$ cat src/rtl/zero_padding_unit_if.sv
// Stream bundle between the upstream feature-map buffer and the convolution engine.
interface zero_padding_unit_if #(
  parameter int DATA_WIDTH = 32
);
  logic                  in_valid;
  logic                  in_ready;
  logic                  en_padding;
  logic [DATA_WIDTH-1:0] data_in;
  logic                  out_valid;
  logic                  out_ready;
  logic [DATA_WIDTH-1:0] data_out;
  logic                  out_last;
  logic                  pad_active;

  modport slave (
    input  in_valid, en_padding, data_in, out_ready,
    output in_ready, out_valid, data_out, out_last, pad_active
  );

  modport master (
    output in_valid, en_padding, data_in, out_ready,
    input  in_ready, out_valid, data_out, out_last, pad_active
  );
endinterface

$ cat src/rtl/zero_padding_unit.sv
// Single registered stage that forwards words, optionally zeroing them, and in
// frame mode wraps each IMG_W x IMG_H frame in a PAD-wide ring of zeros.
module zero_padding_unit #(
  parameter int DATA_WIDTH = 32,
  parameter int IMG_W      = 8,
  parameter int IMG_H      = 8,
  parameter int PAD        = 1
) (
  input  logic                clk,
  input  logic                rst,
  input  logic                auto_pad_en,
  zero_padding_unit_if.slave  bus
);
  localparam int FW = IMG_W + 2*PAD;
  localparam int FH = IMG_H + 2*PAD;
  localparam int CW = $clog2(FW);
  localparam int RW = $clog2(FH);

  localparam logic [CW-1:0] COL_LO  = CW'(PAD);
  localparam logic [CW-1:0] COL_HI  = CW'(IMG_W + PAD);
  localparam logic [CW-1:0] COL_MAX = CW'(FW - 1);
  localparam logic [RW-1:0] ROW_LO  = RW'(PAD);
  localparam logic [RW-1:0] ROW_HI  = RW'(IMG_H + PAD);
  localparam logic [RW-1:0] ROW_MAX = RW'(FH - 1);

  logic [CW-1:0] col;
  logic [RW-1:0] row;
  logic          load_ok, border, gen, take, emit, at_last;

  assign load_ok = !bus.out_valid || bus.out_ready;
  assign border  = (col < COL_LO) || (col >= COL_HI) || (row < ROW_LO) || (row >= ROW_HI);
  assign at_last = (col == COL_MAX) && (row == ROW_MAX);

  // in_ready never looks at in_valid, so upstream can't form a comb loop through us
  assign bus.in_ready = load_ok && (!auto_pad_en || !border);
  assign gen  = auto_pad_en && border && load_ok;
  assign take = bus.in_valid && bus.in_ready;
  assign emit = gen || take;

  always_ff @(posedge clk) begin
    if (rst) begin
      bus.out_valid  <= 1'b0;
      bus.data_out   <= '0;
      bus.out_last   <= 1'b0;
      bus.pad_active <= 1'b0;
    end else if (emit) begin
      bus.out_valid  <= 1'b1;
      bus.data_out   <= (gen || bus.en_padding) ? '0 : bus.data_in;
      bus.pad_active <= gen || bus.en_padding;
      bus.out_last   <= auto_pad_en && at_last;
    end else if (bus.out_ready) begin
      bus.out_valid  <= 1'b0;
    end
  end

  // Position of the next word to be emitted, row-major
  always_ff @(posedge clk) begin
    if (rst || !auto_pad_en) begin
      col <= '0;
      row <= '0;
    end else if (emit) begin
      if (col == COL_MAX) begin
        col <= '0;
        row <= (row == ROW_MAX) ? '0 : row + 1'b1;
      end else begin
        col <= col + 1'b1;
      end
    end
  end
endmodule

$ cat src/flat_wrapper.sv
// flat-port wrapper written by rule: the top's interface ports become plain ports
module zero_padding_unit_flat 
#(
  parameter int DATA_WIDTH = 32,
  parameter int IMG_W      = 8,
  parameter int IMG_H      = 8,
  parameter int PAD        = 1
)
  (clk, rst, auto_pad_en, bus_in_valid, bus_en_padding, bus_data_in, bus_out_ready, bus_in_ready, bus_out_valid, bus_data_out, bus_out_last, bus_pad_active);
  zero_padding_unit_if #(.DATA_WIDTH(DATA_WIDTH)) bus_i ();
  input  logic clk;
  input  logic rst;
  input  logic auto_pad_en;
  input wire logic [$bits(bus_i.in_valid)-1:0] bus_in_valid;
  input wire logic [$bits(bus_i.en_padding)-1:0] bus_en_padding;
  input wire logic [$bits(bus_i.data_in)-1:0] bus_data_in;
  input wire logic [$bits(bus_i.out_ready)-1:0] bus_out_ready;
  output wire logic [$bits(bus_i.in_ready)-1:0] bus_in_ready;
  output wire logic [$bits(bus_i.out_valid)-1:0] bus_out_valid;
  output wire logic [$bits(bus_i.data_out)-1:0] bus_data_out;
  output wire logic [$bits(bus_i.out_last)-1:0] bus_out_last;
  output wire logic [$bits(bus_i.pad_active)-1:0] bus_pad_active;
  assign bus_i.in_valid = bus_in_valid;
  assign bus_i.en_padding = bus_en_padding;
  assign bus_i.data_in = bus_data_in;
  assign bus_i.out_ready = bus_out_ready;
  assign bus_in_ready = bus_i.in_ready;
  assign bus_out_valid = bus_i.out_valid;
  assign bus_data_out = bus_i.data_out;
  assign bus_out_last = bus_i.out_last;
  assign bus_pad_active = bus_i.pad_active;
  zero_padding_unit #(.DATA_WIDTH(DATA_WIDTH), .IMG_W(IMG_W), .IMG_H(IMG_H), .PAD(PAD)) u_core (.clk(clk), .rst(rst), .auto_pad_en(auto_pad_en), .bus(bus_i));
endmodule
$ cat config.mk
export PLATFORM = sky130hd
export DESIGN_NAME = zero_padding_unit_flat
export DESIGN_NICKNAME = d
export VERILOG_FILES = /design/src/rtl/zero_padding_unit_if.sv /design/src/rtl/zero_padding_unit.sv /design/src/flat_wrapper.sv
export SDC_FILE = /design/constraint.sdc
export NUM_CORES = 1
export LEC_CHECK = 0
export CAP_MARGIN = 20
export CORE_AREA = 2 2 61 69
export CTS_BUF_LIST = sky130_fd_sc_hd__clkbuf_4
export DETAILED_ROUTE_END_ITERATION = 7
export DIE_AREA = 0 0 63 71
export PLACE_DENSITY = 0.86
export SLEW_MARGIN = 5
export SYNTH_ARGS = -nofsm -noshare
export SYNTH_HDL_FRONTEND = slang
export SYNTH_SLANG_ARGS = --single-unit
$ cat constraint.sdc
create_clock -name clk -period 4.9 [get_ports clk]
set_input_delay 0.98 -clock clk [delete_from_list [all_inputs] [get_ports clk]]
set_output_delay 0.98 -clock clk [all_outputs]
set_load 0.01 [all_outputs]
==> results of run 1 <==
==> cells in the mapped netlist, types with 2 or more instances <==
cell      instances
nor3_1            4
buf_6             2
nor4_1            2
nor2_1            7
dfxtp_1          43
buf_2             3
o21ai_0           2
mux2i_1           3
nand2b_1          3
a32o_1            6
a32o_2           27
a21oi_1           4
o31a_1            2
nand2_1           5
a31oi_1           2
nor2b_1           3
clkbuf_1          3
buf_8             2
inv_1             6
xnor2_1           2
nor4_2            2
or4_1             2
==> routing by layer <==
metal	up-vias	wire (um)	global-route usage (%)	share of wire, %
met4	0	51	5.93	1.2
met3	6	345	8.43	8.3
met2	51	2000	31.4	48
li1	738	-	-	-
met5	-	0	0	0
met1	703	1780	23.6	43
==> cell type report <==
| class | count | area (um^2) | share of cell area (%) |
|---|---|---|---|
| Sequential cell | 43 | 861 | 34.2 |
| Timing Repair Buffer | 75 | 766 | 30.4 |
| Multi-Input combinational cell | 89 | 742 | 29.5 |
| Tap cell | 52 | 65.1 | 2.58 |
| Clock buffer | 6 | 45.0 | 1.79 |
| Inverter | 7 | 26.3 | 1.04 |
| Clock inverter | 2 | 12.5 | 0.497 |
==> worst max-delay path, delay by kind of cell, from the launching register on <==
kind	cells	cell delay [ns]
buffers and inverters	1	0.54
AND/OR/NAND/NOR	3	0.78
AO/OA/AOI/OAI	1	0.32
flip-flops	1	0.42
==> logic make-up (layout without fill, tap and decap cells) <==
family	count (synthesis)	after routing	share of synthesized area [%]
AOI/OAI and AO/OA	50	50	28.4
DFF	43	43	49.6
and+or+nand+nor	34	34	11.6
buffers and inverters	19	90	7.64
muxes	3	3	1.73
xor gates and xnor gates	2	2	1.01
==> how the worst max path moves through the flow <==
stage	to	cells past startpoint
CTS	bus_in_ready	5
floorplan	bus_in_ready	5
finish	bus_in_ready	5
global placement	bus_in_ready	4
detailed placement	bus_in_ready	4
global route	bus_in_ready	5
==> state kept, by name (all words and copies together), names as in the netlist <==
name	flops
u_core.bus.data_out	32
u_core.bus.out_last	1
u_core.bus.out_valid	1
u_core.bus.pad_active	1
u_core.col	4
u_core.row	4
==> report_power, final <==
part | total, uW | switching (uW) | internal (uW)
Clock | 175 | 114 | 61.3
Combinational | 88.1 | 35.4 | 52.7
Sequential | 363 | 5.19 | 357
Total | 626 | 155 | 471
==> through the flow <==
step           util [%]  cells  setup WS [ns]  power, uW  hold WS (ns)
5_1_grt            66.0    274           1.41        654         0.513
3_3_place_gp       63.8    265           1.64        453         0.457
4_1_cts            66.0    274           1.49        632         0.483
2_1_floorplan         -    151           2.53        410         0.485
3_5_place_dp       64.5    266           1.62        459         0.464
6_report           66.0    274           1.51        626         0.478
==> flow_metrics.py, run 1 <==
metrics = {
    "global_route": {
        "grt_pass1_vias": 1425,
        "grt_use_total_pct": 19.5,
        "grt_max_degree": 36,
        "antenna_found_initial": 0,
        "grt_pass1_wl_um": 6900,
        "overflow": 0,
    },
    "drt": {
        "vias": 1498,
        "drtPass1Iterations": 4,
        "routedWlPerCell_um": 15.2,
        "first_iter_violations": 103,
        "drtAntennaViolNets": 0,
        "drc_errors": 0,
        "via_per_inst": 5.47,
        "wl_um": 4170,
    },
    "die": {
        "dieHeight_um": 71,
        "design.core.area_um2": 3810,
        "dieArea_um2": 4470,
        "die_x_um": 63,
        "io_pins": 74,
        "initial_core_util_pct": 45.5,
        "rows": 24,
    },
    "status": {
        "outcome": "complete, no violations",
    },
    "placed_design": {
        "gp_congestion": 0.828,
        "portBuffers": 73,
        "dp_hpwl_um": 2880,
        "place_area_um2": 2460,
    },
    "hold_path": {
        "hold_path.startpoint": "u_core.bus.pad_active$_SDFFE_PP0P_",
        "hold_path_depth": 2,
        "hold_class": "reg -> reg",
        "hold_end": "u_core.bus.pad_active$_SDFFE_PP0P_",
    },
    "worst_setup_path": {
        "path_cells": "o31a_1 -> nor4_2 -> nand2b_1 -> and2_1 -> clkdlybuf4s50_1",
        "reg2reg_slack_ns": 2.79,
        "cp-start-kind": "register",
        "rr_startpoint": "u_core.col[1]$_SDFFE_PP0P_",
        "end_kind": "primary output",
        "r2r_end": "u_core.col[0]$_SDFFE_PP0P_",
        "worst_r2r_path_depth": 5,
        "path_class": "reg -> out",
        "cp_slowest_stage_delay_ns": 0.54,
        "cp_slowest_cell": "clkdlybuf4s50_1",
        "worstPathMaxFanout": 9,
        "crit_start": "u_core.col[1]$_SDFFE_PP0P_",
        "required_ns": 3.92,
        "critPathArrivalTime_ns": 2.41,
    },
    "clocking": {
        "cts_buffers": 5,
        "clk_latency_ns": 0.36,
        "cts_hold_buf": 0,
        "cts_tree": "built",
        "cts_num_sinks": 43,
        "ctsResizeCount": 0,
        "clk_pin_slew_worst_paths_ns": 0.12,
        "post-cts-setup-buffers": 0,
        "clock-root-buffer": "clkbuf_4",
        "clockBufferDepth": 2,
        "h-tree-depth": 2,
    },
    "synth": {
        "synth.area.top_cells": "dfxtp_1 (50%), a32o_2 (18%), a32o_1 (3.5%)",
        "synth_edf_count": 0,
        "syn_area_um2": 1740,
        "yosysTopAreaCell": "dfxtp_1",
        "avgSynthCellArea_um2": 11.5,
        "syn-num-nets": 189,
        "synth-seq-area-share_pct": 49.6,
        "synth_cells": 151,
        "synthArstFlopShare_pct": 0,
        "synth_seq_cells": 43,
        "synth_cell_types": 38,
        "synth_top_area_share_pct": 49.6,
        "synth_warnings": 0,
        "synth_ff_type": "dfxtp_1",
    },
    "power_and_ir_drop": {
        "p_leak_uw": 0.00103,
        "ir_drop_uv": 187,
        "p_per_area_nw_per_um2": 249,
    },
    "timing": {
        "final.setup_skew_ns": 0.0142,
        "period_needed_ns": 3.39,
        "drv_slew": 0,
        "tightest_slew_ns": 0.667,
        "timing.fmax_mhz": 295,
        "hold_violations": 0,
        "timing.final.crit_share_pct": 69.2,
        "slew_headroom_pct": 55.5,
        "setup_viol": 0,
        "tns_ns": 0,
        "rsz0062_at_grt": "false",
    },
    "layout": {
        "fin_area_um2": 2520,
        "fin_nets": 259,
        "area_growth_pct": 45.1,
        "drive_gt1_share_pct": 18.5,
        "antenna_cells": 0,
        "final_common_cell": "clkdlybuf4s50_1",
        "final_cell_mix": "clkdlybuf4s50_1 (73), dfxtp_1 (43), a32o_2 (27)",
        "fillers": 329,
    },
    "flow_run": {
        "drv_cap": 0,
    },
}
Note: power is estimated with default switching activity, not from simulation.
==> inputs of run 2 (changes only) <==
--- a/config.mk
+++ b/config.mk
@@ -6,11 +6,11 @@
 export NUM_CORES = 1
 export LEC_CHECK = 0
 export CAP_MARGIN = 20
-export CORE_AREA = 2 2 61 69
+export CORE_AREA = 2 2 64 72
 export CTS_BUF_LIST = sky130_fd_sc_hd__clkbuf_4
 export DETAILED_ROUTE_END_ITERATION = 7
-export DIE_AREA = 0 0 63 71
-export PLACE_DENSITY = 0.86
+export DIE_AREA = 0 0 66 74
+export PLACE_DENSITY = 0.79
 export SLEW_MARGIN = 5
 export SYNTH_ARGS = -nofsm -noshare
 export SYNTH_HDL_FRONTEND = slang
==> constraint.sdc (replaced) <==
create_clock -name clk -period 3.2 [get_ports clk]
set_input_delay 0.64 -clock clk [delete_from_list [all_inputs] [get_ports clk]]
set_output_delay 0.64 -clock clk [all_outputs]
set_load 0.01 [all_outputs]
==> flow_metrics.py, run 2 (synthesis results as in run 1) <==
metrics = {
    "status": {
        "outcome": "complete, no violations",
    },
    "drt": {
        "drtAntennaViolNets": 0,
        "routedWlPerCell_um": 15.2,
        "first_iter_violations": 53,
        "wl_um": 4210,
        "drtPass1Iterations": 4,
        "via_per_inst": 5.47,
        "vias": 1509,
        "drc_errors": 0,
    },
    "worst_setup_path": {
        "required_ns": 2.56,
        "crit_family": "simple AND/OR/NAND/NOR gates",
        "worstPathMaxFanout": 9,
        "cp-start-kind": "register",
        "critPathArrivalTime_ns": 2.40,
        "cp_slowest_stage_delay_ns": 0.55,
        "path_class": "reg -> out",
        "path_cells": "o31a_1 -> nor4_2 -> nand2b_1 -> and2_1 -> clkdlybuf4s50_1",
        "reg2reg_slack_ns": 1.09,
        "path_buf_inv": 1,
        "cp_slowest_cell": "clkdlybuf4s50_1",
        "end_kind": "primary output",
    },
    "layout": {
        "largestRegisters": "u_core.bus.data_out x32, u_core.col x4, u_core.row x4",
        "drive_gt1_share_pct": 18.9,
        "fin_nets": 260,
        "largest_register_ffs": 32,
        "fillers": 373,
        "antenna_cells": 0,
        "final_common_cell": "clkdlybuf4s50_1",
        "top_register": "u_core.bus.data_out",
        "area_growth_pct": 46.2,
        "final_cell_mix": "clkdlybuf4s50_1 (73), dfxtp_1 (43), a32o_2 (27)",
    },
    "power_and_ir_drop": {
        "fin_total_pwr_uw": 1030,
        "ir_drop_uv": 342,
        "p_per_area_nw_per_um2": 405,
        "p_leak_uw": 0.00104,
    },
    "timing": {
        "tns_ns": 0,
        "tightest_slew_ns": 0.584,
        "hold_violations": 0,
        "final.setup_skew_ns": 0.00559,
        "setup_viol": 0,
        "slew_headroom_pct": 61.0,
        "drv_slew": 0,
        "timing.final.crit_share_pct": 95.1,
        "timing.fmax_mhz": 329,
        "period_needed_ns": 3.04,
        "rsz0062_at_grt": "false",
    },
    "clocking": {
        "ctsResizeCount": 0,
        "clock-root-buffer": "clkbuf_4",
        "clk_pin_slew_worst_paths_ns": 0.12,
        "cts_buffers": 5,
        "clockBufferDepth": 2,
        "clk_latency_ns": 0.34,
        "cts_hold_buf": 0,
        "cts_tree": "built",
        "cts_num_sinks": 43,
        "h-tree-depth": 2,
        "post-cts-setup-buffers": 0,
    },
    "flow_run": {
        "drv_cap": 0,
    },
    "die": {
        "die_x_um": 66,
        "dieHeight_um": 74,
        "io_pins": 74,
        "design.core.area_um2": 4190,
        "initial_core_util_pct": 41.4,
        "rows": 25,
        "dieArea_um2": 4880,
    },
    "global_route": {
        "grt_pass1_wl_um": 7170,
        "grt_max_degree": 30,
        "overflow": 0,
        "use_met3_pct": 10.7,
        "antenna_found_initial": 0,
        "use_met2_pct": 29.5,
        "grt_pass1_vias": 1515,
        "grt_use_total_pct": 19.1,
        "globalRouteMet1Util_pct": 22.6,
        "busiest_layer": "met2",
    },
    "hold_path": {
        "hold_class": "reg -> reg",
    },
    "placed_design": {
        "portBuffers": 73,
        "gp_congestion": 0.782,
        "dp_hpwl_um": 3100,
    },
}
run 2: cell count changes in the layout (fill, tap and decap cells not counted):
cell       previous run  this run
buf_12                0         1
buf_16                1         0
buf_4                 1         2
bufinv_16             0         1
clkinv_1              2         1
clkinv_4              1         0
run 2: worst paths after layout:
path                                                          from                                   end  depth (start not counted)
worst max-delay path                    u_core.col[1]$_SDFFE_PP0P_                          bus_in_ready                          5
worst min-delay path            u_core.bus.pad_active$_SDFFE_PP0P_    u_core.bus.pad_active$_SDFFE_PP0P_                          2
worst max register to register          u_core.col[1]$_SDFFE_PP0P_  u_core.bus.data_out[10]$_SDFFE_PP0P_                          5
worst min register to register  u_core.bus.pad_active$_SDFFE_PP0P_    u_core.bus.pad_active$_SDFFE_PP0P_                          2
run 2: where the power goes:
group / leakage [uW] / switching [uW] / total [uW] / internal [uW]
registers: 0.000349 / 7.79 / 555 / 547
logic: 0.000652 / 54.0 / 132 / 77.5
clock network: 0.0000417 / 171 / 341 / 170
total: 0.00104 / 233 / 1030 / 794
run 2: metrics by stage:
step,util [%],hold slack (ns),std cells,setup WS [ns],cell area [um^2]
2_1_floorplan,-,0.485,151,1.17,1740
3_3_place_gp,58.7,0.464,269,0.598,2460
3_5_place_dp,58.7,0.468,269,0.564,2460
4_1_cts,60.5,0.485,276,0.147,2540
5_1_grt,60.5,0.519,276,0.0217,2540
6_report,60.5,0.479,276,0.157,2540
run 2: per-layer routing:
layer | up-vias | routed length (um)
met5 | - | 0
met4 | 0 | 38
met3 | 4 | 496
met2 | 52 | 1920
met1 | 711 | 1760
li1 | 742 | -
run 2: tightest hold or removal path, delay by kind of cell, from the launching register on:
kind                   cells  cell delay [ns]
DFF                        1             0.33
buffers and inverters      1             0.06
AOI/OAI and AO/OA          1             0.05
run 2: final cells by class:
cell class,instances,area [um^2],share of cell area (%)
Inverter,7,26.3,1.04
Tap cell,54,67.6,2.66
Clock buffer,6,45.0,1.78
Clock inverter,1,30.0,1.18
Timing Repair Buffer,76,766,30.2
Sequential cell,43,861,33.9
Multi-Input combinational cell,89,742,29.2
